File: src/rtl/pipe_delay_reg.sv
// -----------------------------------------------------------------------------
// pipe_delay_reg
//   WIDTH-bit, DEPTH-stage delay line with per-stage valid bits, stall enable,
//   synchronous flush and a registered occupancy count.
//
//   Optional build macro: PIPE_DELAY_REG_TAPS_EN
//     When defined, every stage's data and valid bit are exported on taps_o /
//     tap_vld_o as direct register views. When undefined those ports do not
//     exist and the core behaves identically.
// -----------------------------------------------------------------------------
module pipe_delay_reg #(
  parameter  int WIDTH = 8,
  parameter  int DEPTH = 4,
  localparam int CNT_W = $clog2(DEPTH + 1)
) (
  input  logic             clk,
  input  logic             reset,
  input  logic             en_i,
  input  logic             clr_i,
  input  logic [WIDTH-1:0] d_i,
  input  logic             vld_i,
  output logic [WIDTH-1:0] q_o,
  output logic             vld_o,
  output logic [CNT_W-1:0] fill_o,
  output logic             full_o
`ifdef PIPE_DELAY_REG_TAPS_EN
  ,
  output logic [DEPTH*WIDTH-1:0] taps_o,
  output logic [DEPTH-1:0]       tap_vld_o
`endif
);

  // Stage storage: index 0 is the input stage, DEPTH-1 drives the outputs.
  logic [WIDTH-1:0] r_data [DEPTH];
  logic [DEPTH-1:0] r_vld;
  logic [CNT_W-1:0] r_fill;

  // Next occupancy value for an enabled, non-flushing edge.
  logic [CNT_W-1:0] w_fill_nxt;

  // Number of valid stages recomputed from the valid bits (invariant check).
  logic [CNT_W-1:0] w_popcount;

  // Shift register: reset > flush > advance > hold.
  // NOTE: the data array is reset too, not just the valid bits, so q_o and
  // the taps are never X even for stages that were never written.
  always_ff @(posedge clk or negedge reset) begin
    if (!reset) begin
      for (int k = 0; k < DEPTH; k++) begin
        r_data[k] <= '0;
      end
      r_vld <= '0;
    end else if (clr_i) begin
      for (int k = 0; k < DEPTH; k++) begin
        r_data[k] <= '0;
      end
      r_vld <= '0;
    end else if (en_i) begin
      // NOTE: non-blocking assignments make every stage sample its
      // predecessor's pre-edge value, so the loop order does not matter.
      r_data[0] <= d_i;
      r_vld[0]  <= vld_i;
      for (int k = 1; k < DEPTH; k++) begin
        r_data[k] <= r_data[k-1];
        r_vld[k]  <= r_vld[k-1];
      end
    end
  end

  // Occupancy delta: one word in, one word out, both, or neither.
  always_comb begin
    // NOTE: default first so every path assigns w_fill_nxt and no latch forms.
    w_fill_nxt = r_fill;
    if (vld_i && !r_vld[DEPTH-1]) begin
      w_fill_nxt = r_fill + CNT_W'(1);
    end else if (!vld_i && r_vld[DEPTH-1]) begin
      w_fill_nxt = r_fill - CNT_W'(1);
    end
  end

  // Occupancy register, moves only on edges that actually shift the pipe.
  always_ff @(posedge clk or negedge reset) begin
    if (!reset) begin
      r_fill <= '0;
    end else if (clr_i) begin
      r_fill <= '0;
    end else if (en_i) begin
      r_fill <= w_fill_nxt;
    end
  end

  // Population count of the valid bits, used only by the invariant check.
  always_comb begin
    w_popcount = '0;
    for (int k = 0; k < DEPTH; k++) begin
      w_popcount = w_popcount + CNT_W'(r_vld[k]);
    end
  end

  assign q_o    = r_data[DEPTH-1];
  assign vld_o  = r_vld[DEPTH-1];
  assign fill_o = r_fill;
  assign full_o = (r_fill == CNT_W'(DEPTH));

`ifdef PIPE_DELAY_REG_TAPS_EN
  // Flatten the stage array onto the tap bus, stage k at [k*WIDTH +: WIDTH].
  for (genvar g = 0; g < DEPTH; g++) begin : g_taps
    assign taps_o[g*WIDTH +: WIDTH] = r_data[g];
  end
  assign tap_vld_o = r_vld;
`else
  // Taps not built: stage contents are visible only through q_o / vld_o.
`endif

`ifndef SYNTHESIS
  // The counter must always agree with the number of valid stages.
  a_fill_matches_valid : assert property (
    @(posedge clk) disable iff (!reset) (r_fill == w_popcount)
  );

  // The counter can never exceed the number of stages.
  a_fill_bounded : assert property (
    @(posedge clk) disable iff (!reset) (r_fill <= CNT_W'(DEPTH))
  );
`endif

endmodule
File: config.mk
export PLATFORM = sky130hd
export DESIGN_NAME = pipe_delay_reg
export DESIGN_NICKNAME = d
export VERILOG_FILES = /design/src/rtl/pipe_delay_reg.sv
export SDC_FILE = /design/constraint.sdc
export NUM_CORES = 1
export LEC_CHECK = 0
export BUFFER_PORTS_ARGS = -buffer_cell sky130_fd_sc_hd__buf_2
export CAP_MARGIN = 10
export CORE_ASPECT_RATIO = 1.2
export CORE_MARGIN = 4
export CORE_UTILIZATION = 45
export DETAILED_ROUTE_END_ITERATION = 7
export GPL_TIMING_DRIVEN = 0
export HOLD_SLACK_MARGIN = 0.15
export MAX_ROUTING_LAYER = met4
export PLACE_DENSITY = 0.65
export SLEW_MARGIN = 20
export SYNTH_ARGS = -nofsm -noshare
export SYNTH_HDL_FRONTEND = slang
export SYNTH_SLANG_ARGS = --single-unit
File: constraint.sdc
create_clock -name clk -period 2.65 [get_ports clk]
set_clock_uncertainty 0.2 [all_clocks]
set_input_delay 0.6625 -clock clk [delete_from_list [all_inputs] [get_ports clk]]
set_output_delay 0.6625 -clock clk [all_outputs]
set_load 0.05 [all_outputs]
==> summary.txt, run 1 <==
Global routing
  – First-pass GRT wire length: between 5000 and 6000 µm
  – Vias in the first global route: 1,111
  – Largest net degree at the start of global routing: 40
  – Gr ovfl total: 0
  – Initial antenna violation count: 0
  – Tot GR Track Use: a little over an eighth

Power and ir drop
  – Leakage: approximately 0.0011 µW
  – Worst VDD drop: roughly 0.32 mV
  – Int Pwr: around 900 µW
  – Sw Pwr: approximately 280 µW
  – Sequential power share: 52.7%
  – Sw Share: 23.73%
  – Logic pwr share: between 10% and 20%
  – Cell Pwr Density: between 500 and 600 nW/µm²
  – Clk pwr share: a little over a third

Logic synthesis
  – Register bit total from synthesis: 39
  – Gate Count Post-Synth: 147
  – Syn avg cell area: around 12 µm²
  – Area leader, netlist: dfrtp_1
  – Synth top area share: between 50% and 60%
  – Synth Cell Area: 1779 µm²
  – Top cells by area, synth: dfrtp_1, mux2i_1, nor2_1
  – Syn Nets: 161
  – Register area share after synthesis: a little over half
  – Cell variety after synth: 18
  – Yosys warning count: 0

Die
  – Die width: about 65 µm
  – Initial Util: ~48%
  – Row cnt: 24
  – Io pins: 26
  – Core area: 3724 µm²
  – Die Ht: about 77 µm
  – Die Area: a little over 5000 µm²

Critical path
  – Crit Path Class: reg2reg
  – Reg2Reg Depth: 6
  – Crit-path max FO: 4
  – Critical Path RT: around 2.6 ns
  – Crit path DAT: just over 2 ns
  – CP endpoint kind: register
  – Critical path launch point type: register

Clock network
  – Post-cts gate resize count: 0
  – Root Driver: clkbuf_8
  – Reg clk slew, reported paths: around 0.07 ns
  – Post-CTS Hold Buffers: 0
  – Post-CTS Repair Setup Buffers: 0
  – Max H-tree Level: 2
  – Worst-Skew Late Latency: 0.29 ns
  – Sink Count: 39
  – Clk buf depth: 2
  – CTS tree: yes
  – CTS buffer count: 5

Layout
  – Layout area overhead: 16.31%
  – Most frequent cells in the layout: nor2_1, dfrtp_1, mux2i_1
  – Fraction of layout cells with a size suffix above 1: between 30% and 40%
  – Final Util: between 50 and 60%
  – Fin cells: around 230
  – Final nets: 193
  – N_diodes: 0
  – Fillers: around 340
  – Most common cell after layout, fill and taps aside: nor2_1

Timing
  – Fin Setup TNS: 0 ns
  – Final min period: between 2 and 2.5 ns
  – RSZ-0062 raised after global routing: no
  – Final Cycle Share: 78.74%
  – Fmax: between 400 and 500 MHz
  – Setup Viol. Count Final: 0
  – Max-slew violations: 0
  – Worst Tran Pin Value: between 0.8 and 0.9 ns
  – Slew Limit Headroom: 43.66%
  – Hold Violations, Final: 0

Drt
  – Initial DRC Count: 67
  – Vias per std cell: 4.647
  – Post-DRT Antenna Nets: 0
  – Remaining DRCs: 0
  – Vias post-DR: 1,078
  – Total iterations of the first detailed-routing run: 4
  – Per-cell routed wire length: 12.54 µm
  – Routed WL: 2910 µm

Placed design
  – Cells after DPL: ~220
  – # port buffers: 25
  – Hpwl dp: between 2000 and 2500 µm
  – Final Wtd Congestion: 0.6894

Min path
  – Min-delay worst type: in2async

Status
  – Status: complete, no violations

Run
  – Max-cap viol count: 0
## layout make-up
class,count,area [µm²],share of cell area (%)
multi-input cells,89,653.1,31.56
well taps,52,65.06,3.144
inverters,3,11.26,0.5441
plain buffers,16,138.9,6.711
flip-flops and latches,39,975.9,47.16
repair buffers,25,125.1,6.046
clock buffers,8,100.1,4.837
## stage by stage
step | setup WS [ns] | total power, µW | cell area, µm² | hold WS (ns)
after floorplan | 0.3274 | 726.7 | 1779 | 0.1669
after global placement | 0.3514 | 763.8 | 1969 | 0.3012
after detailed placement | 0.3065 | 770.3 | 1969 | 0.3079
after CTS | 0.5565 | 1207 | 2069 | 0.3005
after global routing | 0.4883 | 1249 | 2069 | 0.3416
final | 0.5635 | 1186 | 2069 | 0.2804
## power groups by stage
| stage | clock (µW) | combinational [µW] | sequential [µW] |
|---|---|---|---|
| 2_1_floorplan | 0 | 82.6 | 644 |
| 3_3_place_gp | 0 | 129 | 635 |
| 3_5_place_dp | 0 | 134 | 636 |
| 4_1_cts | 447 | 135 | 624 |
| 5_1_grt | 475 | 147 | 627 |
| 6_report | 429 | 132 | 625 |
## critical path, stage by stage, from the launching register on
cell	delay [ns]
dfrtp_1	0.44
nand2b_4	0.18
inv_1	0.05
fa_1	0.42
nand2b_1	0.18
o22ai_2	0.18
mux2_4	0.31
## cell usage after synthesis, drive strengths merged
master	instances
fa	1
nor2	41
dfrtp	39
o22ai	1
nand2	1
inv	3
nor2b	1
mux2i	36
a21boi	1
mux2	3
nand2b	3
and3	1
buf	16
## path summary, 6_finish.rpt
kind / to / startpoint / slack [ns]
setup / recovery: fill_o[2] / r_vld[3] / 0.56
hold / removal: r_data[8] / reset / 0.28
setup reg to reg: fill_o[2] / r_vld[3] / 0.56
hold reg to reg: r_data[21] / r_data[29] / 0.32
max in group asynchronous: r_data[15] / reset / 1.44
min in group clk: r_data[21] / r_data[29] / 0.32
## layer usage
layer | vias up | GRT usage, % | wire length, µm
li1 | 535 | - | -
met1 | 510 | 16.79 | 1343
met2 | 23 | 20.16 | 1331
met3 | 10 | 4.532 | 150
met4 | 0 | 5.602 | 85
met5 | - | - | 0
## logic make-up after synthesis
kind of cell / synth area share [%]
AO/OA/AOI/OAI: 1.336
flip-flops: 54.85
multiplexers: 22.36
buffers and inverters: 8.438
adder cells (fa/ha/maj): 1.125
AND/OR/NAND/NOR: 11.89
## flip-flops by register name (all words and copies together) (netlist names)
name and count:
r_data 24, q_o 8, r_vld 4, fill_o 3
(Power assumes the default switching activity.)
==> inputs of run 2 (changes only) <==
--- a/config.mk
+++ b/config.mk
@@ -5,6 +5,7 @@
 export SDC_FILE = /design/constraint.sdc
 export NUM_CORES = 1
 export LEC_CHECK = 0
+export ABC_AREA = 1
 export BUFFER_PORTS_ARGS = -buffer_cell sky130_fd_sc_hd__buf_2
 export CAP_MARGIN = 10
 export CORE_ASPECT_RATIO = 1.2
@@ -14,7 +15,7 @@
 export GPL_TIMING_DRIVEN = 0
 export HOLD_SLACK_MARGIN = 0.15
 export MAX_ROUTING_LAYER = met4
-export PLACE_DENSITY = 0.65
+export PLACE_DENSITY = 0.68
 export SLEW_MARGIN = 20
 export SYNTH_ARGS = -nofsm -noshare
 export SYNTH_HDL_FRONTEND = slang
==> constraint.sdc (replaced) <==
create_clock -name clk -period 1.8 [get_ports clk]
set_clock_uncertainty 0.2 [all_clocks]
set_input_delay 0.45 -clock clk [delete_from_list [all_inputs] [get_ports clk]]
set_output_delay 0.45 -clock clk [all_outputs]
set_load 0.05 [all_outputs]
==> summary.txt, run 2 <==
Die
  – Core area: between 3000 and 4000 µm²
  – Initial Util: between 40% and 50%
  – Die Ht: a little under 80 µm
  – Die width: about 67 µm
  – Die Area: roughly 5200 µm²
  – Row cnt: 25
  – Io pins: 26

Logic synthesis
  – Synth top area share: roughly 52%
  – Syn avg cell area: around 11 µm²
  – Synth Cell Area: between 1500 and 2000 µm²
  – Gate Count Post-Synth: around 170
  – Number of flops mapped to enable cells by yosys: 0
  – Area leader, netlist: dfrtp_1
  – Cell variety after synth: 18
  – Top cells by area, synth: dfrtp_1, o22ai_2, inv_1
  – Register bit total from synthesis: 39
  – Synth top cells by count: inv_1, dfrtp_1, o22ai_2
  – Syn Nets: about 180
  – Async S/R FF share, synth: between 90% and 100%
  – Register area share after synthesis: about 52%
  – Top-count cell post-synth: inv_1
  – Yosys warning count: 0
  – Top_reg_cell synth: dfrtp_1

Layout
  – Layout area overhead: 16.89%
  – Fillers: 378
  – Register area: ~1000 µm²
  – Fraction of layout cells with a size suffix above 1: 42.65%
  – Final Util: 54.71%
  – Number of flip-flops in the largest register: 24
  – Area occupied by multi-input gates: 585.6 µm²
  – Most frequent cells in the layout: inv_1, dfrtp_1, o22ai_2
  – Most flop-heavy register: r_data
  – Final nets: 217
  – Fin cells: between 200 and 300
  – Most common cell after layout, fill and taps aside: inv_1
  – N_diodes: 0

Clock network
  – Worst-Skew Late Latency: slightly below 0.3 ns
  – Reg clk slew, reported paths: approximately 0.08 ns
  – Clk buf depth: 2
  – CTS buffer count: 5
  – Max H-tree Level: 2
  – Sink Count: 39
  – Root Driver: clkbuf_8
  – CTS tree: yes

Drt
  – Routed WL: ~3500 µm
  – Total iterations of the first detailed-routing run: 4
  – Post-DRT Antenna Nets: 0
  – Remaining DRCs: 0
  – Per-cell routed wire length: roughly 14 µm
  – Vias post-DR: between 1,000 and 1,500
  – Initial DRC Count: between 70 and 80
  – Vias per std cell: between 4 and 5

Global routing
  – Largest net degree at the start of global routing: 40
  – Vias in the first global route: ~1,300
  – Initial antenna violation count: 0
  – First-pass GRT wire length: ~6100 µm
  – Gr ovfl total: 0
  – Tot GR Track Use: between 15 and 20%

Critical path
  – Crit path cell chain: nor3_4 -> buf_6
  – R2R Path Start: fill_o[0]
  – Flop2flop setup slack: 0.12 ns
  – Critical Path RT: 1.15 ns
  – Slowest-stage cell, CP: dfrtp_2
  – Crit-path max FO: 4
  – Critical Path Max Stage Delay: 0.44 ns
  – Critical path launch point type: register
  – WP buf/inv: 1
  – Reg2Reg Depth: 8
  – CP endpoint kind: output pin
  – Crit Path Class: reg2out
  – Crit path DAT: around 1.1 ns
  – CP delay by family, top: flip-flops
  – Capturing point of the worst reg2reg path: fill_o[2]

Power and ir drop
  – Leakage: between 0.0009 and 0.001 µW
  – Overall power: ~1700 µW
  – Worst VDD drop: 0.4017 mV
  – Cell Pwr Density: approximately 790 nW/µm²

Timing
  – Worst Tran Pin Value: about 0.84 ns
  – Hold Violations, Final: 0
  – Max-slew violations: 0
  – Final min period: roughly 1.7 ns
  – Fin Hold WS: 0.2033 ns
  – Fmax: 572.9 MHz
  – Final Cycle Share: 96.97%
  – Slew Limit Headroom: between 40 and 50%
  – RSZ-0062 raised after global routing: no
  – Setup Viol. Count Final: 0
  – Worst setup slack after layout: about 0.055 ns

Status
  – Status: complete, no violations

Run
  – Max-cap viol count: 0

Placed design
  – Placement Setup Slack: -0.01685 ns
  – Cells after DPL: between 200 and 250
  – Final Wtd Congestion: between 0.8 and 0.9
  – # port buffers: 25
  – Hpwl dp: ~2500 µm

Min path
  – Worst Hold End: r_data[24]
  – Hold Path Depth: 3
  – Worst hold start: d_i[0]
  – Min-delay worst type: in2reg
[run 2: cell types whose count changed after synthesis, sizes merged, moves of 3 or more]
cell and change:
nand2b -3, nor2 -40, mux2 -3, o21ai +8
nand2 +15, o22ai +27, inv +40, nand3 +13
mux2i -36
[run 2: worst max path at each step]
stage | startpoint | to | slack (ns) | cells after the start
floorplan | fill_o[2] | full_o | -0.009 | 2
global placement | vld_i | fill_o[2] | 0.04 | 10
detailed placement | vld_i | fill_o[2] | -0.02 | 10
CTS | fill_o[2] | full_o | 0.03 | 3
global route | reset | r_vld[3] | 0.006 | 2
finish | fill_o[1] | full_o | 0.05 | 2
[run 2: logic make-up (layout without fill, tap and decap cells)]
family | Yosys count | in the layout | share of synthesized area [%]
buffers and inverters | 60 | 95 | 16.62
flip-flops | 39 | 39 | 52.49
AO/OA/AOI/OAI | 37 | 37 | 21.87
AND/OR/NAND/NOR | 32 | 32 | 7.940
adder cells (fa/ha/maj) | 1 | 1 | 1.077
[run 2: area by class of cell]
type | instances | area share (%)
well taps | 54 | 3.109
clock inverters | 1 | 0.2303
plain buffers | 17 | 6.793
multi-input cells | 70 | 26.94
clock buffers | 7 | 3.512
flip-flops and latches | 39 | 45.14
inverters | 43 | 7.427
repair buffers | 27 | 6.851
[run 2: timing repair]
item	CTS	global route
hold endpoints to repair	39	0
setup endpoints to repair	1	1
setup buffers	1	0
gates resized for setup	2	1
hold buffers	1	0
[run 2: routing by layer]
layer	global-route usage, %	vias to the layer above	wire, µm
li1	-	596	-
met1	19.33	591	1549
met2	24.90	29	1711
met3	4.435	7	171
met4	7.317	0	74
met5	-	-	0
[run 2: through the flow]
step           setup TNS (ns)  instance area [µm²]
5_1_grt                     0                 2173
3_5_place_dp         -0.01685                 2068
2_1_floorplan       -0.008725                 1876
4_1_cts                     0                 2173
3_3_place_gp                0                 2068
6_report                    0                 2173
[run 2: where the power goes]
group | total, µW | internal (µW) | switching, µW
clock | 579 | 272 | 307
combinational | 230 | 79.5 | 150
sequential | 917 | 904 | 13.5
[run 2: worst min-delay path, stage by stage]
cell	delay (ns)
buf_2	0.07
nand3_1	0.06
o21ai_1	0.07
